`config.mk`:
```
export PLATFORM = sky130hd
export DESIGN_NAME = symml_vec_gen
export DESIGN_NICKNAME = d
export VERILOG_FILES = /design/src/rtl/symml_vec_gen.sv
export SDC_FILE = /design/constraint.sdc
export NUM_CORES = 1
export LEC_CHECK = 0
export CORE_AREA = 2 2 79 81
export CTS_CLUSTER_DIAMETER = 150
export DETAILED_ROUTE_END_ITERATION = 8
export DIE_AREA = 0 0 81 83
export PLACE_DENSITY_LB_ADDON = 0.1
export SLEW_MARGIN = 10
export SYNTH_ARGS = -nofsm -noshare
export SYNTH_HDL_FRONTEND = slang
export SYNTH_SLANG_ARGS = --single-unit
```
`constraint.sdc`:
```
create_clock -name clk -period 4.4 [get_ports clk]
set_input_delay 0.88 -clock clk [delete_from_list [all_inputs] [get_ports clk]]
set_output_delay 0.88 -clock clk [all_outputs]
set_load 0.005 [all_outputs]
```
`src/rtl/symml_vec_gen.sv`:
```
// symml_vec_gen: enumerates every N-bit vector of a requested Hamming
// weight over a valid/ready stream, tagging each beat with the band flag.
//
// Ports:
//   clk, rst_n        clock, async active-low reset
//   start_i, weight_i run request and target weight (sampled in IDLE)
//   abort_i           abandon a running enumeration
//   vec_o, valid_o    current vector and its qualifier
//   ready_i           sink accepts the beat on valid_o & ready_i
//   last_o            final vector of the run
//   band_o            BAND_LO <= weight <= BAND_HI
//   beat_o            zero-based beat index
//   busy_o, done_o    not idle / end-of-run pulse
//   err_o             last start requested weight > N
module symml_vec_gen #(
    parameter int N       = 9,
    parameter int BAND_LO = 3,
    parameter int BAND_HI = 6,
    parameter int CW      = 16
) (
    input  logic          clk,
    input  logic          rst_n,
    input  logic          start_i,
    input  logic [4:0]    weight_i,
    input  logic          abort_i,
    output logic [N-1:0]  vec_o,
    output logic          valid_o,
    input  logic          ready_i,
    output logic          last_o,
    output logic          band_o,
    output logic [CW-1:0] beat_o,
    output logic          busy_o,
    output logic          done_o,
    output logic          err_o
);

    localparam logic [1:0] IDLE = 2'd0;
    localparam logic [1:0] EMIT = 2'd1;
    localparam logic [1:0] FIN  = 2'd2;

    logic [1:0]    state_q;
    logic [N-1:0]  vec_q;
    logic [N-1:0]  max_q;
    logic          valid_q;
    logic          last_q;
    logic          band_q;
    logic [CW-1:0] beat_q;
    logic          done_q;
    logic          err_q;

    logic          w_ok;
    logic          band_n;
    logic [N-1:0]  first_v;
    logic [N-1:0]  max_v;

    always_comb begin
        w_ok    = int'(weight_i) <= N;
        band_n  = (int'(weight_i) >= BAND_LO) &&
                  (int'(weight_i) <= BAND_HI);
        first_v = ~({N{1'b1}} << weight_i);
        // top `weight` bits set: the last vector of the run
        max_v   = ~({N{1'b1}} >> weight_i);
    end

    logic [N:0]   gx;
    logic [N:0]   gc;
    logic [N:0]   gr;
    logic [4:0]   tz;
    logic [N-1:0] next_v;
    logic         next_last;

    // next larger vector with the same popcount (Gosper)
    always_comb begin
        gx = {1'b0, vec_q};
        gc = gx & (~gx + 1'b1);
        gr = gx + gc;
        tz = '0;
        for (int i = N - 1; i >= 0; i--) begin
            if (vec_q[i]) tz = 5'(i);
        end
        next_v    = N'(gr | ((gx ^ gr) >> (tz + 5'd2)));
        next_last = (next_v == max_q);
    end

    always_ff @(posedge clk or negedge rst_n) begin
        if (!rst_n) begin
            state_q <= IDLE;
            vec_q   <= '0;
            max_q   <= '0;
            valid_q <= 1'b0;
            last_q  <= 1'b0;
            band_q  <= 1'b0;
            beat_q  <= '0;
            done_q  <= 1'b0;
            err_q   <= 1'b0;
        end else begin
            done_q <= 1'b0;
            case (state_q)
                IDLE: begin
                    if (start_i) begin
                        if (w_ok) begin
                            state_q <= EMIT;
                            vec_q   <= first_v;
                            max_q   <= max_v;
                            beat_q  <= '0;
                            band_q  <= band_n;
                            last_q  <= (first_v == max_v);
                            valid_q <= 1'b1;
                            err_q   <= 1'b0;
                        end else begin
                            err_q  <= 1'b1;
                            done_q <= 1'b1;
                        end
                    end
                end
                EMIT: begin
                    // abort wins over a same-cycle handshake
                    if (abort_i) begin
                        state_q <= IDLE;
                        valid_q <= 1'b0;
                        last_q  <= 1'b0;
                    end else if (ready_i) begin
                        if (last_q) begin
                            state_q <= FIN;
                            valid_q <= 1'b0;
                            last_q  <= 1'b0;
                            done_q  <= 1'b1;
                        end else begin
                            vec_q  <= next_v;
                            beat_q <= beat_q + 1'b1;
                            last_q <= next_last;
                        end
                    end
                end
                FIN: begin
                    state_q <= IDLE;
                end
                default: begin
                    state_q <= IDLE;
                end
            endcase
        end
    end

    assign vec_o   = vec_q;
    assign valid_o = valid_q;
    assign last_o  = last_q;
    assign band_o  = band_q;
    assign beat_o  = beat_q;
    assign busy_o  = (state_q != IDLE);
    assign done_o  = done_q;
    assign err_o   = err_q;

endmodule

```
==> results.md <==
Timing:
- Setup violations remaining at the end of the flow were counted as 0.
- The final hold violation count is 0.
- The worst path needs 3.57 ns of the cycle, external delays included.
- The total count of max-transition violations in the final report is 0.
- The worst-case headroom to the max-slew limit is 0.367.
- Setup repair after global routing left no endpoint under its margin.
- Setup total negative slack on the finished layout was measured at 0 ns.
- The final clock skew is 0.00462 ns.
- The worst-margin pin slew is 0.947 ns.
- Based on the critical path, the design can be clocked at up to 0.280 GHz.
- The post-route clock period utilization is 0.812.
- The worst path meets setup with 0.829 ns of slack.

Worst setup path:
- The worst setup path is launched from a flop.
- The slack of the worst reg-to-reg path is 0.83 ns.
- The most critical setup path has its startpoint at vec_o[3].
- The startpoint of the worst-slack reg-to-reg timing path is vec_o[3].
- The worst setup path is captured at a flop.
- For the worst setup path, the data required time is 4.61 ns.
- In this run the worst path has a maximum fanout of 14.
- STA puts the critical path data arrival time at 3.78 ns.
- The endpoint identified for the worst register-to-register timing path is last_o.
- In this run the worst setup path terminates at last_o.
- By startpoint and endpoint, the worst setup path is classified as reg2reg.
- The cell count of the worst reg-to-reg path is 12.

Clocking:
- After clock tree synthesis, the flow added hold-fix buffers numbering 0.
- The count of clock tree sinks is 41.
- The TritonCTS clock tree is built.
- Buffers inserted during clock tree synthesis total 5.
- Once the clock tree was built, the setup fixing pass inserted 0 buffers.
- Clock latency on the worst-skew pair, taken at its later pin, is 0.29 ns.
- The clock passes through at most 2 buffers.
- The master cell of the clock root buffer is sky130_fd_sc_hd__clkbuf_8.
- Clock-pin slew was measured on the worst setup and hold paths at 0.07 ns.
- The H-tree was split into 2 levels.
- The quantity of gates resized following cts is 0.

Yosys:
- The xor/xnor cell area share of the yosys netlist is 0.0616.
- By area the synthesized netlist is led by sky130_fd_sc_hd__dfrtp_1 (36%), sky130_fd_sc_hd__nand2_1 (5.5%), sky130_fd_sc_hd__nor2_1 (5.0%), sky130_fd_sc_hd__xor2_1 (4.0%), sky130_fd_sc_hd__a21oi_1 (3.7%).
- Of the total synthesized cell area, the portion taken by full adders, half adders and majority gates is 0.00880.
- Of the post-synthesis cell area, the part taken by muxes is 0.0334.
- The share of flip-flops with an asynchronous set or reset after synthesis is 1.00.
- In this run, synthesis inferred 0 flip-flops with an integrated enable.
- The dominant combinational cell family by area after synthesis is compound AO/OA/AOI/OAI gates.
- The area fraction in compound gates after synthesis came to 0.265.
- After synthesis the netlist holds a flip-flop and latch count of 41.
- Yosys printed 0 warnings.
- For this run, the leading register cell type out of synthesis is sky130_fd_sc_hd__dfrtp_1.
- The gate count after technology mapping is 335.
- Summed over all instances, the cell type with the most area after synthesis is sky130_fd_sc_hd__dfrtp_1.
- The synthesized cell area is 0.00284 sq mm.
- The post-synthesis net count is 347.
- The share of synthesized area in the top cell type comes to 0.361.
- The area share of and/or/nand/nor cells after synthesis is 0.230.
- For this run, the register share of the synthesized area comes to 0.361.
- The average size of a mapped cell is 8.49 sq um.
- The netlist uses 66 different library cells.

Finish:
- The share of cells above drive strength 1 is 0.0809.
- The synthesis-to-layout area growth is 19.7%.
- The layout net count is 382.
- The repair_antennas step left the layout with diodes totalling 0.
- The filler cells instantiated in the layout total 551.

Placement:
- The number of buffers added on ports is 40.
- OpenSTA, run right after detailed placement, puts the worst setup slack at 0.771 ns.
- Routability-driven placement finished with a final weighted congestion of 0.935.
- The detailed-placement wirelength estimate is 5670 um.

Floorplan:
- Pin placement for this block handled 41 I/O pins.
- The area of the core region is 0.00582 sq mm.
- The die covers 0.00672 sq mm.
- Measured along the y axis, the die boundary spans 83 um.
- The overall die width is 81 um.
- The initial cell density of the core is 0.489.
- After floorplanning, the core was divided into 28 placement rows.

Pwr:
- The largest vdd supply drop is 287 uV.
- The sequential group share of total power is 0.307.
- The switching part of the total is 0.420.
- The static leakage is 1.43 nW.
- The portion of total power attributed to combinational logic is 0.510.
- The total power consumption of the routed design is 1.72 mW.
- The total power density per cell area is 507 mW/mm^2.
- The cell internal power dissipation is 1.00 mW.
- The fraction of power consumed by the clock network is 0.183.
- In this run the power spent charging and discharging nets is 0.724 mW.

Global routing:
- Across every metal layer, demand over resource in global routing totals 0.243.
- For this run the aggregate overflow at the end of global routing stands at 0.
- The largest net degree at the start of global routing is 42.
- The initial antenna violation count is 0.
- The number of global-route vias before repair was 2619.
- The global-route wire length before repair is 12900 um.

Route:
- The number of vias after detailed routing is 2712.
- In the routed layout, each cell is associated on average with a via count of 6.08.
- After detailed routing, the number of remaining DRC violations is 0.
- The pre-antenna-repair detailed-routing pass consisted of 5 iterations.
- The aggregate routed wire length is 7610 um.
- The average wire length per cell after detail routing is 17.1 um.
- The antenna violation net count after detailed routing is 0.
- In this run, the number of DRC markers left after iteration 0 of detailed routing was 270.

Job:
- The number of violations of the max-capacitance limit is 0.

Status:
- The flow ran to the end, and the final reports show no timing, DRC or antenna violations.

Hold path:
- The path class of the lowest-slack min-delay path is reg2reg.
-- kinds of logic (layout without fill, tap and decap cells) --
group | Yosys count | after routing
and+or+nand+nor | 135 | 135
AOI/OAI and AO/OA | 107 | 107
DFF | 41 | 41
buffers and inverters | 24 | 60
xor gates and xnor gates | 17 | 17
muxes | 9 | 9
adders and majority gates | 2 | 2
-- cells in the final DEF, fill, tap and decap left out, drive strengths merged, types with 3 or more instances in the layout --
master and instances:
xnor2 4, dfrtp 41, buf 7, and3 4
nand3 12, o2111ai 5, xor2 13, o221ai 6
nor3 6, a21oi 21, and2 4, nand2 42
clkdlybuf4s50 39, o21bai 3, o211ai 5, mux2 4
nand4 4, a31oi 7, o21ai 23, o211a 3
or3 7, a211o 4, nor2b 6, mux2i 5
clkbuf 7, inv 5, o31ai 4, nor2 39
-- registers in the layout, summed over array words and instances (netlist names) --
name,count
beat_o,16
band_o,1
valid_o,1
last_o,1
max_q,9
done_o,1
err_o,1
state_q,2
vec_o,9
-- critical path: stages, from the launching register on --
cell and delay [ns]:
sky130_fd_sc_hd__dfrtp_1 0.52, sky130_fd_sc_hd__nor2_1 0.19, sky130_fd_sc_hd__o31ai_1 0.09, sky130_fd_sc_hd__nand2_1 0.24, sky130_fd_sc_hd__clkinv_1 0.30, sky130_fd_sc_hd__ha_1 0.56
sky130_fd_sc_hd__inv_1 0.25, sky130_fd_sc_hd__o21ai_0 0.18, sky130_fd_sc_hd__o221ai_1 0.30, sky130_fd_sc_hd__o32ai_1 0.14, sky130_fd_sc_hd__a2111oi_1 0.32, sky130_fd_sc_hd__nand4_1 0.16
sky130_fd_sc_hd__o31ai_2 0.24
-- power by group through the flow --
stage | registers (mW) | clock network [mW] | logic [mW]
5_1_grt | 0.543 | 0.342 | 0.954
6_report | 0.530 | 0.315 | 0.880
2_1_floorplan | 0.495 | 0 | 0.634
3_3_place_gp | 0.532 | 0 | 0.870
4_1_cts | 0.528 | 0.322 | 0.862
3_5_place_dp | 0.534 | 0 | 0.857
-- metrics by stage --
step / cell area [sq um] / utilization / instances / hold WS, ns
3_5_place_dp: 3290 / 0.565 / 438 / 0.474
2_1_floorplan: 2840 / - / 335 / 0.469
4_1_cts: 3400 / 0.585 / 446 / 0.493
5_1_grt: 3400 / 0.585 / 446 / 0.543
6_report: 3400 / 0.585 / 446 / 0.487
3_3_place_gp: 3290 / 0.565 / 438 / 0.467
-- cells in the mapped netlist (3+ instances only) --
| master | instances |
|---|---|
| sky130_fd_sc_hd__and2_1 | 4 |
| sky130_fd_sc_hd__nand3_1 | 12 |
| sky130_fd_sc_hd__nand2_1 | 42 |
| sky130_fd_sc_hd__and3_1 | 4 |
| sky130_fd_sc_hd__nand4_1 | 4 |
| sky130_fd_sc_hd__mux2_2 | 4 |
| sky130_fd_sc_hd__o211ai_1 | 5 |
| sky130_fd_sc_hd__xor2_1 | 13 |
| sky130_fd_sc_hd__o211a_1 | 3 |
| sky130_fd_sc_hd__or3_1 | 7 |
| sky130_fd_sc_hd__o31ai_1 | 3 |
| sky130_fd_sc_hd__inv_1 | 5 |
| sky130_fd_sc_hd__nor2b_1 | 6 |
| sky130_fd_sc_hd__mux2i_1 | 5 |
| sky130_fd_sc_hd__a31oi_1 | 6 |
| sky130_fd_sc_hd__buf_2 | 7 |
| sky130_fd_sc_hd__nor2_1 | 38 |
| sky130_fd_sc_hd__o2111ai_1 | 5 |
| sky130_fd_sc_hd__nor3_1 | 6 |
| sky130_fd_sc_hd__dfrtp_1 | 41 |
| sky130_fd_sc_hd__o221ai_1 | 6 |
| sky130_fd_sc_hd__o21bai_1 | 3 |
| sky130_fd_sc_hd__o21ai_1 | 5 |
| sky130_fd_sc_hd__a211o_1 | 4 |
| sky130_fd_sc_hd__clkbuf_1 | 9 |
| sky130_fd_sc_hd__o21ai_0 | 18 |
| sky130_fd_sc_hd__a21oi_1 | 21 |
-- layer usage --
| metal | track usage | wire length (um) | part of all wire | vias up |
|---|---|---|---|---|
| met5 | 0 | 0 | 0 | - |
| met4 | 0.0817 | 166 | 0.022 | 0 |
| met3 | 0.0337 | 391 | 0.051 | 19 |
| met2 | 0.376 | 3530 | 0.46 | 89 |
| met1 | 0.349 | 3520 | 0.46 | 1297 |
| li1 | - | - | - | 1307 |
-- worst min path at each step --
stage / startpoint / end / depth (start not counted)
after global placement: band_o / band_o / 2
after floorplan: max_q[4] / max_q[4] / 1
after CTS: band_o / band_o / 2
final: band_o / band_o / 2
after global routing: band_o / band_o / 2
after detailed placement: band_o / band_o / 2
-- cell type report --
cell class	count	area, sq um	area share
Timing Repair Buffer	46	440	0.129
Tap cell	75	93.8	0.0276
Sequential cell	41	1030	0.301
Clock inverter	1	30.0	0.00882
Inverter	6	22.5	0.00662
Clock buffer	7	86.3	0.0254
Multi-Input combinational cell	270	1700	0.501
Power figures use the tool's default switching activity.
